<file path="src/rtl/vga_timing_gen.sv">
// VGA raster timing: pixel-rate enable, horizontal/vertical counters and
// registered coordinate, blanking, sync and line/frame marker outputs.
module vga_timing_gen #(
  parameter int   H_ACTIVE = 640,
  parameter int   H_FP     = 16,
  parameter int   H_SYNC   = 96,
  parameter int   H_BP     = 48,
  parameter int   V_ACTIVE = 480,
  parameter int   V_FP     = 10,
  parameter int   V_SYNC   = 2,
  parameter int   V_BP     = 33,
  parameter int   CLK_DIV  = 2,
  parameter logic SYNC_POL = 1'b0
) (
  input  logic       clk,
  input  logic       reset,
  output logic       pix_en,
  output logic [9:0] coord_x,
  output logic [9:0] coord_y,
  output logic       active_area,
  output logic       hsync,
  output logic       vsync,
  output logic       line_start,
  output logic       frame_start
);

  localparam int H_TOTAL = H_ACTIVE + H_FP + H_SYNC + H_BP;
  localparam int V_TOTAL = V_ACTIVE + V_FP + V_SYNC + V_BP;
  localparam int DIV_W   = (CLK_DIV > 1) ? $clog2(CLK_DIV) : 1;

  localparam logic [DIV_W-1:0] DIV_LAST = DIV_W'(CLK_DIV - 1);
  localparam logic [9:0]       H_LAST   = 10'(H_TOTAL - 1);
  localparam logic [9:0]       V_LAST   = 10'(V_TOTAL - 1);

  // Decode bounds are one bit wider so a sync interval ending exactly at
  // a total of 1024 still compares correctly.
  localparam logic [10:0] H_ACT_END = 11'(H_ACTIVE);
  localparam logic [10:0] HS_BEGIN  = 11'(H_ACTIVE + H_FP);
  localparam logic [10:0] HS_END    = 11'(H_ACTIVE + H_FP + H_SYNC);
  localparam logic [10:0] V_ACT_END = 11'(V_ACTIVE);
  localparam logic [10:0] VS_BEGIN  = 11'(V_ACTIVE + V_FP);
  localparam logic [10:0] VS_END    = 11'(V_ACTIVE + V_FP + V_SYNC);

  logic [DIV_W-1:0] div_cnt_q, div_cnt_d;
  logic [9:0]       h_cnt_q, h_cnt_d;
  logic [9:0]       v_cnt_q, v_cnt_d;
  logic [9:0]       coord_x_q, coord_x_d;
  logic [9:0]       coord_y_q, coord_y_d;
  logic             active_area_q, active_area_d;
  logic             hsync_q, hsync_d;
  logic             vsync_q, vsync_d;
  logic             line_start_q, line_start_d;
  logic             frame_start_q, frame_start_d;

  logic        pix_en_w;
  logic [10:0] h_ext, v_ext;
  logic        in_h_act, in_v_act, in_hs, in_vs;

  assign pix_en_w = (div_cnt_q == DIV_LAST);

  // Counter advance: divider every clk, raster counters on pixel enables.
  always_comb begin
    // NOTE: every comb output gets a default first so no path can infer a latch.
    div_cnt_d = div_cnt_q + 1'b1;
    h_cnt_d   = h_cnt_q;
    v_cnt_d   = v_cnt_q;
    if (pix_en_w) begin
      div_cnt_d = '0;
      if (h_cnt_q == H_LAST) begin
        h_cnt_d = '0;
        v_cnt_d = (v_cnt_q == V_LAST) ? 10'd0 : v_cnt_q + 10'd1;
      end else begin
        h_cnt_d = h_cnt_q + 10'd1;
      end
    end
  end

  assign h_ext    = {1'b0, h_cnt_q};
  assign v_ext    = {1'b0, v_cnt_q};
  assign in_h_act = (h_ext < H_ACT_END);
  assign in_v_act = (v_ext < V_ACT_END);
  assign in_hs    = (h_ext >= HS_BEGIN) && (h_ext < HS_END);
  assign in_vs    = (v_ext >= VS_BEGIN) && (v_ext < VS_END);

  // Output registers capture the decode of the pre-advance counters and
  // then hold for a whole pixel period.
  always_comb begin
    coord_x_d     = coord_x_q;
    coord_y_d     = coord_y_q;
    active_area_d = active_area_q;
    hsync_d       = hsync_q;
    vsync_d       = vsync_q;
    line_start_d  = line_start_q;
    frame_start_d = frame_start_q;
    if (pix_en_w) begin
      coord_x_d     = h_cnt_q;
      coord_y_d     = v_cnt_q;
      active_area_d = in_h_act && in_v_act;
      hsync_d       = in_hs ? SYNC_POL : ~SYNC_POL;
      vsync_d       = in_vs ? SYNC_POL : ~SYNC_POL;
      line_start_d  = (h_cnt_q == 10'd0);
      frame_start_d = (h_cnt_q == 10'd0) && (v_cnt_q == 10'd0);
    end
  end

  always_ff @(posedge clk or posedge reset) begin
    if (reset) begin
      div_cnt_q     <= '0;
      h_cnt_q       <= '0;
      v_cnt_q       <= '0;
      coord_x_q     <= '0;
      coord_y_q     <= '0;
      active_area_q <= 1'b0;
      hsync_q       <= ~SYNC_POL;
      vsync_q       <= ~SYNC_POL;
      line_start_q  <= 1'b0;
      frame_start_q <= 1'b0;
    end else begin
      // NOTE: non-blocking so every flop samples the pre-edge value of the others.
      div_cnt_q     <= div_cnt_d;
      h_cnt_q       <= h_cnt_d;
      v_cnt_q       <= v_cnt_d;
      coord_x_q     <= coord_x_d;
      coord_y_q     <= coord_y_d;
      active_area_q <= active_area_d;
      hsync_q       <= hsync_d;
      vsync_q       <= vsync_d;
      line_start_q  <= line_start_d;
      frame_start_q <= frame_start_d;
    end
  end

  assign pix_en      = pix_en_w;
  assign coord_x     = coord_x_q;
  assign coord_y     = coord_y_q;
  assign active_area = active_area_q;
  assign hsync       = hsync_q;
  assign vsync       = vsync_q;
  assign line_start  = line_start_q;
  assign frame_start = frame_start_q;

endmodule

</file>
<file path="config.mk">
export PLATFORM = sky130hd
export DESIGN_NAME = vga_timing_gen
export DESIGN_NICKNAME = d
export VERILOG_FILES = /design/src/rtl/vga_timing_gen.sv
export SDC_FILE = /design/constraint.sdc
export NUM_CORES = 1
export LEC_CHECK = 0
export ABC_AREA = 0
export CELL_PAD_IN_SITES_DETAIL_PLACEMENT = 1
export CELL_PAD_IN_SITES_GLOBAL_PLACEMENT = 2
export CORE_MARGIN = 1
export CORE_UTILIZATION = 23
export CTS_CLUSTER_DIAMETER = 100
export CTS_CLUSTER_SIZE = 14
export DETAILED_ROUTE_END_ITERATION = 7
export PLACE_DENSITY_LB_ADDON = 0.12
export SLEW_MARGIN = 25
export SYNTH_ARGS = -nofsm -noshare
export SYNTH_HDL_FRONTEND = slang
export SYNTH_SLANG_ARGS = --single-unit
</file>
<file path="constraint.sdc">
create_clock -name clk -period 4.53 [get_ports clk]
set_clock_uncertainty 0.1 [all_clocks]
set_input_delay 1.359 -clock clk [delete_from_list [all_inputs] [get_ports clk]]
set_output_delay 1.359 -clock clk [all_outputs]
set_load 0.02 [all_outputs]
</file>
**Yosys cells after proc, flatten, opt, wreduce, memory -nomap -nowiden**

Index checks and enable logic that the tools add are counted.

- Add/sub/neg operators: 3
- Magnitude comparators: 6
- Eq/ne operators: 2
- Mux-type cells: 5
- Reductions and logical operators: 7

Operators by type and width:

| cell | count |
|---|---|
| 10-bit by 1-bit adder with 10-bit output (second input constant) | 2 |
| 10-bit == test (second input constant) | 2 |
| 10-bit logical NOT | 2 |
| 10-bit < comparator (second input constant) | 2 |
| 10-bit by 9-bit < comparator with 1-bit output (second input constant) | 2 |
| 10-bit 2-to-1 mux | 2 |
| 10-bit >= comparator (second input constant) | 1 |
| 10-bit by 9-bit >= comparator with 1-bit output (second input constant) | 1 |
| 1-bit logical AND | 4 |
| 1-bit 2-to-1 mux | 3 |
| 2-bit AND reduction | 1 |
| 1-bit adder (second input constant) | 1 |

- Bits in registers: 46
- Input port bits: 2
- Output and inout bits: 26
- Word-level logic and storage cells: 33

**Depth between registers and ports, before layout**

- Depth in word-level cells: 3
- Gate-level depth with buffers: 7
- Depth with buffers taken out: 6

**Worst setup path before layout**

Ideal clock, no wire load.

- Path kind: register -> output
- Start point: reg vsync_q (netlist: vsync)
- End point: out vsync
- Arrival time: 0.563 ns
- Required time: 3.071 ns
- Path slack: 2.508 ns
- Stages on the path, launching flop included: 1
- Path buffers: 0
- Cell sequence: dfstp_2

RTL lines:

| item | RTL line | RTL |
|---|---|---|
| start, declared | 51 | `logic vsync_q, vsync_d;` |
| start signal, assigned | 115 | `vsync_q <= ~SYNC_POL;` |
| start signal, assigned | 127 | `vsync_q <= vsync_d;` |
| end, declared | 22 | `output logic vsync,` |

No word-level cell between the ends.

**Worst setup path in the final report**

- Start point: reg vsync_q (netlist: vsync)
- End point: out vsync

No word-level cell between the ends.

==> impl_metrics.toml <==
[worst_hold_path]
whs_endpoint = "frame_start"
hold_start = "frame_start"
hold_depth = 1
hp-class = "reg -> reg"

[worst_setup_path]
arrival_ps = 1420
critical_path_class = "reg -> out"
worst_r2r_path_depth = 5
setup.worst_path.start_class = "flop"
endpoint_kind = "output port"
reg2reg_to = "v_cnt_q[9]"
worstPathRequired_ps = 3070
cp_slowest_cell = "clkdlybuf4s50_1"
r2r-start = "pix_en"
critical_path.max_fanout = 2
crit_family = "buffers and inverters"
cp.buffers_inverters = 1
slowest_delay_ps = 590
r2r_slack_ps = 2340
path_cells = "clkdlybuf4s50_1"

[clock_tree]
tritoncts = "built"
clk_pin_slew_worst_paths_ps = 80
insertion_delay_ps = 290
h-tree-depth = 2
cts_root_buffer = "clkbuf_8"
cts_hold_buf = 0
ctsLongestPathBuffers = 2
cts.repair.resized = 0
clock_sinks = 46
post_cts_buffers = 0
cts_made_buffers = 5

[die]
coreArea_sq_mm = 0.00872
die_w_um = 96.9
die_y_um = 96.9
initial_utilization = 0.238
row_count = 34
dieArea_sq_mm = 0.00940
io_pins = 28

[drt]
route.vias.total = 1425
ant_nets = 0
avgViaCountPerCell = 4.57
drc = 0
finalWirelength_um = 4730
drt-initial-drc-count = 25
first_pass_iters = 4
wl_per_cell_um = 15.1

[place]
dp_hpwl_um = 3340
dp_slack_ps = 1740
numPortBuffers = 27
globalplace.congestion = 0.739
place_inst = 305
placed_area_sq_mm = 0.00244

[synthesis]
synth_fa_ha_area_frac = 0.0241
ys.flop_type = "dfrtp_1"
synthArstFlopShare = 1.00
synth_edf_count = 0
synthMuxAreaShare = 0.113
yosysMostFrequentCell = "dfrtp_1"
yosys.area_share.simple = 0.170
ys_top_cells_by_count = "dfrtp_1, mux2_2, nand3_1"
yosysWarnings = 0
syn_nets = 183
ys_seq_area_frac = 0.556
synth_top_area_frac = 0.531
synth-seq-cells = 46
synth_top_family_by_area = "simple AND/OR/NAND/NOR gates"
synth.area.top_cells = "dfrtp_1, mux2_2, nand3_1"
synthXorXnorAreaFrac = 0.0422
synth_area_leader_cell = "dfrtp_1"
syn_area_sq_mm = 0.00207
synthDistinctLibCells = 38
synth_cells = 177
syn_area_per_cell_sq_um = 11.7
synth_compound_area_frac = 0.0555

[timing]
relSlewSlack = 0.442
worst_pin_slew_ps = 837
grt_setup_unrepaired = "no"
setup_viol = 0
hold_viol_final = 0
fin_crit_ps = 2880
tns_ps = 0
hold_ws_ps = 401
min_period_over_period = 0.635
fin_ws_ps = 1650
fmax_ghz = 0.347
slew_viol_final = 0

[layout]
post-route-util = 0.289
stdcell_area_sq_mm = 0.00252
layout.nets = 210
fillers = 965
drive_gt1_frac = 0.172
instances_no_fill = 312
antennaDiodeCount = 0
syn_to_final_growth_pct = 21.6

[pwr]
power_density_mw_per_mm2 = 260
p_sw_frac = 0.212
cell_internal_pwr_mw = 0.518
seq_power_share = 0.625
pwr-share-clk = 0.361
power_leakage_nw = 1.10
ir_worst_vdd_v = 0.0000919
p_total_mw = 0.657
p_comb_frac = 0.014
p_sw_mw = 0.139

[global_route]
grt_antenna_before_repair = 0
grt_usage = 0.112
grt_pass1_wl_um = 8320
overflow = 0
grt_max_degree = 47
first_global_vias = 1581

[job]
maxCapViolCount = 0

[status]
status = "complete, no violations"
-- how the worst max path moves through the flow --
| stage | start | end | slack, ps | cells after the start |
|---|---|---|---|---|
| global route | vsync | vsync | 1610 | 1 |
| detailed placement | reset | coord_x[6] | 1740 | 2 |
| finish | vsync | vsync | 1650 | 1 |
| CTS | vsync | vsync | 1630 | 1 |
| floorplan | reset | active_area | 1990 | 1 |
| global placement | reset | h_cnt_q[6] | 1810 | 2 |
-- cells by family (layout without fill, tap and decap cells) --
| family | after synthesis | count (layout) |
|---|---|---|
| buffers and inverters | 18 | 45 |
| and+or+nand+nor | 59 | 59 |
| DFF | 46 | 46 |
| adders and majority gates | 4 | 4 |
| muxes | 21 | 21 |
| xor gates and xnor gates | 10 | 10 |
| AOI/OAI and AO/OA | 19 | 19 |
-- power groups by stage --
| stage | Sequential (mW) | Clock [mW] | Combinational (mW) |
|---|---|---|---|
| finish | 0.410 | 0.237 | 0.00914 |
| global route | 0.410 | 0.269 | 0.0111 |
| CTS | 0.410 | 0.251 | 0.0102 |
| detailed placement | 0.418 | 0 | 0.0102 |
| global placement | 0.418 | 0 | 0.00960 |
| floorplan | 0.418 | 0 | 0.00600 |
-- state kept, by name, indices dropped and copies added (netlist names) --
signal       flops
coord_y         10
line_start       1
coord_x         10
active_area      1
hsync            1
pix_en           1
h_cnt_q         10
vsync            1
frame_start      1
v_cnt_q         10
-- cells in the final DEF (no fill, tap or decap), drive strengths merged, types with 6 or more instances in the layout --
cell / Yosys / layout
mux2: 20 / 20
nand3: 15 / 15
o21ai: 9 / 9
nand2: 6 / 6
and3: 6 / 6
inv: 10 / 9
nand4: 8 / 8
clkdlybuf4s50: 0 / 27
dfrtp: 44 / 44
clkbuf: 3 / 7
nor2: 10 / 10
xor2: 6 / 6
-- area by class of cell --
type	count	area, sq um	share of cell area
clock buffers	7	76.3	0.0303
repair buffers	28	278	0.110
well taps	108	135	0.0536
flip-flops and latches	46	1150	0.458
inverters	10	38.8	0.0154
multi-input cells	113	840	0.333
-- routing by layer --
| layer | track usage | wire length [um] | vias up |
|---|---|---|---|
| li1 | - | - | 675 |
| met5 | 0 | 0 | - |
| met2 | 0.169 | 2150 | 22 |
| met4 | 0.0344 | 64 | 0 |
| met1 | 0.160 | 2380 | 723 |
| met3 | 0.0238 | 133 | 5 |
No activity file was read; power rests on OpenSTA's default activity.
